File: src/rtl/bpf_pkg.sv
// Shared definitions for the BPF VM packet path: packet memory geometry and
// the ingress snooper state encoding.
package bpf_pkg;

    localparam int PACKET_ADDR_WIDTH = 10;
    localparam int PACKET_DATA_WIDTH = 32;

    typedef enum logic [2:0] {
        SNOOP_IDLE  = 3'd0,
        SNOOP_RECV  = 3'd1,
        SNOOP_DROP  = 3'd2,
        SNOOP_DONE  = 3'd3,
        SNOOP_GUARD = 3'd4
    } snoop_state_t;

endpackage

File: src/rtl/sat_counter.sv
// Event counter that sticks at all-ones instead of wrapping.
module sat_counter #(
    parameter int WIDTH = 32
) (
    input  logic             clk,
    input  logic             rst,
    input  logic             inc,
    output logic [WIDTH-1:0] count
);

    always_ff @(posedge clk or negedge rst) begin
        if (!rst) begin
            count <= '0;
        end else if (inc && (count != {WIDTH{1'b1}})) begin
            count <= count + 1'b1;
        end
    end

endmodule

File: src/rtl/axis_snooper.sv
// Packet ingress: copies one AXI-Stream packet at a time into packet memory,
// hands it to the filter CPU with snooper_done, and drops oversize packets.
module axis_snooper
    import bpf_pkg::*;
#(
    parameter int ADDR_WIDTH   = PACKET_ADDR_WIDTH,
    parameter int GUARD_CYCLES = 2
) (
    input  logic                         clk,
    input  logic                         rst,
    input  logic [PACKET_DATA_WIDTH-1:0] s_tdata,
    input  logic                         s_tvalid,
    input  logic                         s_tlast,
    output logic                         s_tready,
    output logic [ADDR_WIDTH-1:0]        snooper_wr_addr,
    output logic [PACKET_DATA_WIDTH-1:0] snooper_wr_data,
    output logic                         snooper_wr_en,
    output logic                         snooper_done,
    input  logic                         ready_for_snooper,
    output logic [31:0]                  pkt_count,
    output logic [31:0]                  drop_count,
    output logic [ADDR_WIDTH:0]          last_len_words
);

    localparam int GW = (GUARD_CYCLES > 1) ? $clog2(GUARD_CYCLES) : 1;
    localparam logic [GW-1:0] GUARD_LAST = GW'((GUARD_CYCLES > 0) ? GUARD_CYCLES - 1 : 0);

    // Handshake: a beat transfers on a rising edge where s_tvalid && s_tready;
    // s_tready never looks at s_tvalid.
    snoop_state_t        state;
    logic [ADDR_WIDTH:0] beat_cnt;
    logic [GW-1:0]       guard_cnt;
    logic                ready_by_state;
    logic                accept;
    logic                room;
    logic                pkt_inc;
    logic                drop_inc;

    always_comb begin
        ready_by_state = 1'b0;
        case (state)
            SNOOP_IDLE: ready_by_state = ready_for_snooper;
            SNOOP_RECV: ready_by_state = 1'b1;
            SNOOP_DROP: ready_by_state = 1'b1;
            default:    ready_by_state = 1'b0;
        endcase
    end

    // Gated by reset so nothing is taken while upstream is still held in reset.
    assign s_tready = rst & ready_by_state;
    assign accept   = s_tvalid & s_tready;
    assign room     = ~beat_cnt[ADDR_WIDTH];
    assign pkt_inc  = (state == SNOOP_DONE);
    assign drop_inc = accept & s_tlast &
                      (((state == SNOOP_RECV) & ~room) | (state == SNOOP_DROP));

    always_ff @(posedge clk or negedge rst) begin
        if (!rst) begin
            state           <= SNOOP_IDLE;
            beat_cnt        <= '0;
            guard_cnt       <= '0;
            snooper_wr_en   <= 1'b0;
            snooper_wr_addr <= '0;
            snooper_wr_data <= '0;
            snooper_done    <= 1'b0;
            last_len_words  <= '0;
        end else begin
            snooper_wr_en <= 1'b0;
            snooper_done  <= 1'b0;
            case (state)
                SNOOP_IDLE: begin
                    if (accept) begin
                        snooper_wr_en   <= 1'b1;
                        snooper_wr_addr <= '0;
                        snooper_wr_data <= s_tdata;
                        beat_cnt        <= (ADDR_WIDTH + 1)'(1);
                        state           <= s_tlast ? SNOOP_DONE : SNOOP_RECV;
                    end
                end
                SNOOP_RECV: begin
                    if (accept) begin
                        if (room) begin
                            snooper_wr_en   <= 1'b1;
                            snooper_wr_addr <= beat_cnt[ADDR_WIDTH-1:0];
                            snooper_wr_data <= s_tdata;
                            beat_cnt        <= beat_cnt + 1'b1;
                            if (s_tlast) state <= SNOOP_DONE;
                        end else begin
                            // Memory already full: the rest of the packet is discarded.
                            state <= s_tlast ? SNOOP_IDLE : SNOOP_DROP;
                        end
                    end
                end
                SNOOP_DROP: begin
                    if (accept && s_tlast) state <= SNOOP_IDLE;
                end
                SNOOP_DONE: begin
                    snooper_done   <= 1'b1;
                    last_len_words <= beat_cnt;
                    guard_cnt      <= '0;
                    state          <= (GUARD_CYCLES == 0) ? SNOOP_IDLE : SNOOP_GUARD;
                end
                SNOOP_GUARD: begin
                    // Give the VM time to drop ready_for_snooper after its buffer swap.
                    if (guard_cnt == GUARD_LAST) state <= SNOOP_IDLE;
                    else guard_cnt <= guard_cnt + 1'b1;
                end
                default: state <= SNOOP_IDLE;
            endcase
        end
    end

    sat_counter #(.WIDTH(32)) u_pkt_count (
        .clk   (clk),
        .rst   (rst),
        .inc   (pkt_inc),
        .count (pkt_count)
    );

    sat_counter #(.WIDTH(32)) u_drop_count (
        .clk   (clk),
        .rst   (rst),
        .inc   (drop_inc),
        .count (drop_count)
    );

endmodule

File: config.mk
export PLATFORM = sky130hd
export DESIGN_NAME = axis_snooper
export DESIGN_NICKNAME = d
export VERILOG_FILES = /design/src/rtl/bpf_pkg.sv /design/src/rtl/sat_counter.sv /design/src/rtl/axis_snooper.sv
export SDC_FILE = /design/constraint.sdc
export NUM_CORES = 1
export LEC_CHECK = 0
export ABC_AREA = 0
export CAP_MARGIN = 0
export CORE_MARGIN = 2
export CORE_UTILIZATION = 25
export CTS_BUF_LIST = sky130_fd_sc_hd__clkbuf_8
export CTS_CLUSTER_SIZE = 25
export DETAILED_ROUTE_END_ITERATION = 10
export PLACE_DENSITY = 0.54
export SETUP_SLACK_MARGIN = 0.1
export SLEW_MARGIN = 20
export SYNTH_ARGS = -nofsm -noshare
export SYNTH_HDL_FRONTEND = slang
export SYNTH_HIERARCHICAL = 1
export SYNTH_SLANG_ARGS = --single-unit
File: constraint.sdc
create_clock -name clk -period 2.9 [get_ports clk]
set_clock_uncertainty 0.2 [all_clocks]
set_input_delay 0.58 -clock clk [delete_from_list [all_inputs] [get_ports clk]]
set_output_delay 0.58 -clock clk [all_outputs]
set_load 0.01 [all_outputs]
* Word-level counts from Yosys, hierarchy flattened
Index checks and enable logic that the tools add are counted.
Storage, ports and cells: register bits after elaboration 134, word-level logic and storage cells 72, output and inout port bits 120, bits of input ports 37
Cells by class: multiplexer cells 29, $add $sub $neg 4, bitwise gates (word level) 6, eq/ne operators 12, reduce and logical (&&, ||, !) cells 10
Operators by type and width (count):
- 32-bit 2-to-1 mux | 3
- 32-bit by 1-bit adder with 32-bit output, second input constant | 2
- 32-bit inequality test, second input constant | 2
- 32-bit case mux with 2 select lines | 1
- 11-bit 2-to-1 mux | 3
- 10-bit 2-to-1 mux | 3
- 11-bit case mux with 2 select lines | 1
- 10-bit case mux with 2 select lines | 1
- 3-bit 2-to-1 mux | 6
- 3-bit case mux with 5 select lines | 1
- 11-bit by 1-bit adder with 11-bit output, second input constant | 1
- 2-bit inequality test, second input constant | 4
- 3-bit by 2-bit equality test with 1-bit output, second input constant | 2
- 1-bit case mux with 2 select lines | 3
- 1-bit AND | 5
- 1-bit 2-to-1 mux | 5
- 5-bit AND reduction | 1
- 2-bit 2-to-1 mux | 2
- 4-bit AND reduction | 1
- 2-bit nonzero test | 2
- 3-bit by 1-bit equality test with 1-bit output, second input constant | 1
- 3-bit equality test, second input constant | 1
- 1-bit logical AND | 3
- 3-bit logical NOT | 1
- other kinds (6) | 6

* Depth between registers and ports, before layout
depth in word-level cells 8, mapped depth 12

* Modules after synthesis
The synthesis kept the hierarchy.
By module, submodules not included:
- sat_counter | times used 2, area each 1624.1 µm², cells each 151, seq. area each 800.8 µm²
- axis_snooper | times used 1, area each 2869.0 µm², cells each 282, seq. area each 1751.7 µm²

* Worst setup path before layout
OpenSTA, ideal clock, no wires.
kind register -> register, from reg state[0], to reg u_pkt_count.count[29], arrival time 2.433 ns, setup slack 0.188 ns, clock period less this slack 2.712 ns, data required time 2.621 ns, path buffers 4, cell stages (with the launch flop) 13, path through dfrtp_1 > buf_2 > nand2_1 > or2_2 > clkbuf_1 > clkbuf_1 > inv_1 > and3_1 > nor2b_1 > clkbuf_1 > nand4_1 > nor4_2 > xor2_1
Between the ends: cells in the longest elaborated chain, start to end 2
Ends and longest elaborated chain:
- from (decl) | line axis_snooper.sv:30 | snoop_state_t state;
- from (signal assigned) | line axis_snooper.sv:77 | state <= s_tlast ? SNOOP_DONE : SNOOP_RECV;
- from (signal assigned) | line axis_snooper.sv:90 | state <= s_tlast ? SNOOP_IDLE : SNOOP_DROP;
- from (signal assigned) | line axis_snooper.sv:101 | state <= (GUARD_CYCLES == 0) ? SNOOP_IDLE : SNOOP_GUARD;
- 3-bit by 2-bit equality test with 1-bit output | line axis_snooper.sv:53 | assign pkt_inc = (state == SNOOP_DONE);
- net pkt_inc | line axis_snooper.sv:36 | logic pkt_inc;
- 1-bit logical AND | line sat_counter.sv:14 | end else if (inc && (count != {WIDTH{1'b1}})) begin
- to (signal assigned) | line sat_counter.sv:15 | count <= count + 1'b1;
- to (decl) | line sat_counter.sv:8 | output logic [WIDTH-1:0] count
The timed path passes the listed nets, and every way through them passes these cells. A chain may end at the register's enable or synchronous reset.

* Worst setup path after layout
from in ready_for_snooper, to out s_tready
Between the ends: cells in the longest elaborated chain, start to end 2
Ends and longest elaborated chain:
- from (decl) | line axis_snooper.sv:19 | input logic ready_for_snooper,
- 1-bit case mux with 2 select lines | line axis_snooper.sv:41 | case (state)
- 1-bit AND | line axis_snooper.sv:50 | assign s_tready = rst & ready_by_state;
- to (decl) | line axis_snooper.sv:14 | output logic s_tready,
No other way between the ends.

==> metrics.txt <==
outcome finished, final reports clean; critical path data required time 2120 ps; largest net degree at the start of global routing 132; area occupied by multi-input gates 2640 µm²; Finished Cell Area 8670 µm²; Mapped Cells 584; RSZ-0062 raised after global routing false; combinational share of power 28.7%; Slowest cell on crit path clkdlybuf4s50_1; Lkg Pwr 3.69 nW; Pint 3.94 mW; H-tree depth 4; Buffers on Ports 156; critical path's top delay family buffers and inverters; # rows 57; DR iter-0 viols 229; DP HPWL 11.5 mm; Starting Density 25.3%; hold slack 189 ps; Sink Count 134; post-synthesis simple-gate area fraction 25.6%; share of flip-flops with an asynchronous set or reset 100%; Die Wd 160 µm; worst path bufs/invs 3; Top FF cell, synth dfrtp_1; gpl congestion 0.771; Crit Path Max Fanout 2; number of synthesized register bits 134; Synth warnings 6; Crit path largest cell delay 500 ps; clk_lat worst skew 440 ps; Residual DRC 0; Setup Buffers After CTS 0; Max Fclk 0.369 GHz; Worst VDD drop 0.321 mV; CP arrival 1930 ps; synthesized area 6120 µm²; cell count along the critical path 5; Diodes inserted 0; sequential area share after synthesis 54.8%; vias in the first global route 4989; CTS Buf Count 17; Yosys top cell by area dfrtp_1; Post-synth EDFFs 0; Final TNS setup 0 ps; drt total wl 16.5 mm; Hold Crit Class in -> async; Cell Chain, Critical Path clkdlybuf4s50_1, nor3_1, buf_4, nor4bb_1, dlygate4sd2_1; CP Class in -> out; CTS tree built; Die Y 160 µm; total chip power 5.71 mW; sw frac 31.0%; Yosys cell types 51; Detail Route Antenna Nets 0; max-cap violations 0; initial antenna violation count 0; final hold viol count 0; setup violators final 0; Avg WL per Cell 14.9 µm; core area 24200 µm²; mux cell area share after synthesis 2.74%; actual slew at the worst max-slew pin 712 ps; worst relative slew slack 52.5%; register area 3350 µm²; largest family of logic cells by synthesized area simple AND/OR/NAND/NOR gates; Reg2Reg Depth 8; clk root buf clkbuf_8; I/O Pins 157; Period minus WS final 2710 ps; Clk network pwr share 27.7%; drt first pass iters 4; Pins Over Slew Limit 0; fill count 2430; GR Overflow Total 0; Final Core Density 35.9%; NetSw 1.77 mW; sequential share of power 43.6%; detail-routed via count per cell 4.56; synth top area cells dfrtp_1 55%, nand2_1 8.4%, xnor2_1 7.2%; Avg Inst Size Synth 10.5 µm²; first-pass GRT wire length 27.1 mm; Yosys top cell area share 54.8%; Total GRT Usage 13.3%; Area after DPL 8270 µm²; Worst setup EP type primary output; fin crit share 93.5%; fin nets 814; post-synthesis xor/xnor area fraction 8.59%; post-synthesis compound-gate area fraction 5.46%; Critical Path Source Type input pin; clock buffer depth 2; Synth-to-Final Area Change 41.8%; Synth Net Count 624; layout cells sized above 1 13.1%; post-synthesis adder-cell area fraction 0.614%; CTS clk-pin slew, worst paths 90 ps; via count 5060; power per cell area 658 nW/µm²; die area 25700 µm²
## synthesized netlist by cell type (all sizes together), types with 11 or more instances
cell   instances
nand2        139
dfrtp        134
xnor2         50
nand3         35
nand4         34
nor2          31
mux2          14
a22o          12
nor4          12
a21oi         11
nor3          11
## worst reg2reg max path, stage by stage (launching register included)
cell      delay [ps]
dfrtp_1          380
nand3b_1         190
nor3b_2          250
and3_1           290
and3_1           220
nand3_1          190
a21oi_1          270
nand4_1          150
xnor2_1          150
## power by group through the flow
stage | logic [mW] | registers, mW | clock network, mW
global placement | 1.65 | 2.52 | 0
detailed placement | 1.67 | 2.52 | 0
floorplan | 0.590 | 2.62 | 0
finish | 1.64 | 2.49 | 1.58
CTS | 1.67 | 2.49 | 1.66
global route | 1.81 | 2.54 | 1.72
## layer usage
layer  wire length (µm)  vias to the layer above  track usage (%)
met3                666                       13             2.97
met1               7840                     2492             17.7
met5                  0                        -                0
met2               7790                      116             21.3
li1                   -                     2439                -
met4                227                        0             4.75
## state kept, by name, indices dropped and copies added (netlist names)
| register | count |
|---|---|
| snooper_wr_data | 32 |
| u_drop_count/count | 32 |
| u_pkt_count/count | 32 |
| beat_cnt | 11 |
| last_len_words | 11 |
| snooper_wr_addr | 10 |
| state | 3 |
| guard_cnt | 1 |
| snooper_done | 1 |
| snooper_wr_en | 1 |
## cell families after synthesis
kind of cell,count (synthesis)
AO/OA/AOI/OAI,43
XOR/XNOR,60
adder cells (fa/ha/maj),3
buffers and inverters,26
flip-flops,134
multiplexers,15
AND/OR/NAND/NOR,303
## repair_timing
item	CTS	global route
hold buffers	1	0
endpoints found under the setup margin	1	8
endpoints found under the hold margin	3	0
resized for setup	1	1
## stage by stage
step                cells  setup slack [ps]
floorplan             584               188
global placement     1078              -212
detailed placement   1078              -244
CTS                  1109               233
global route         1109               112
finish               1109               188
## cells in the final DEF, fill, tap and decap left out, types with 4 or more instances in the layout
cell	count
a22o_1	12
nand3b_1	4
nor3_2	4
o21ai_0	6
clkdlybuf4s50_1	154
o211ai_1	4
nor3_1	7
and4_1	8
dfrtp_1	134
and3_1	5
or4_4	4
a21oi_1	11
inv_1	5
xor2_1	10
nor2_1	31
nand3_1	33
nor4_1	8
clkbuf_8	19
buf_4	31
or3_1	4
nand2_1	137
nand4_1	32
xnor2_1	50
mux2_2	12
## path summary, 6_finish.rpt
| kind | from | to | slack, ps |
|---|---|---|---|
| worst max-delay path | ready_for_snooper | s_tready | 190 |
| worst min-delay path | rst | last_len_words[8]$_DFFE_PN0P_ | 190 |
| worst max register to register | state[2]$_DFFE_PN0P_ | u_drop_count/count[21]$_DFFE_PN0P_ | 500 |
| worst min register to register | snooper_wr_data[13]$_DFFE_PN0P_ | snooper_wr_data[13]$_DFFE_PN0P_ | 270 |
| max in group asynchronous | rst | u_drop_count/count[16]$_DFFE_PN0P_ | 1780 |
| min in group clk | snooper_wr_data[13]$_DFFE_PN0P_ | snooper_wr_data[13]$_DFFE_PN0P_ | 270 |
## cell type report
class                      instances  area share (%)
sequential                       134            38.7
multi-input combinational        424            30.4
timing repair buffer             191            21.5
tap                              324            4.67
clock buffer                      19            3.02
clock inverter                    11            1.47
inverter                           6           0.260
Power figures use the tool's default switching activity.
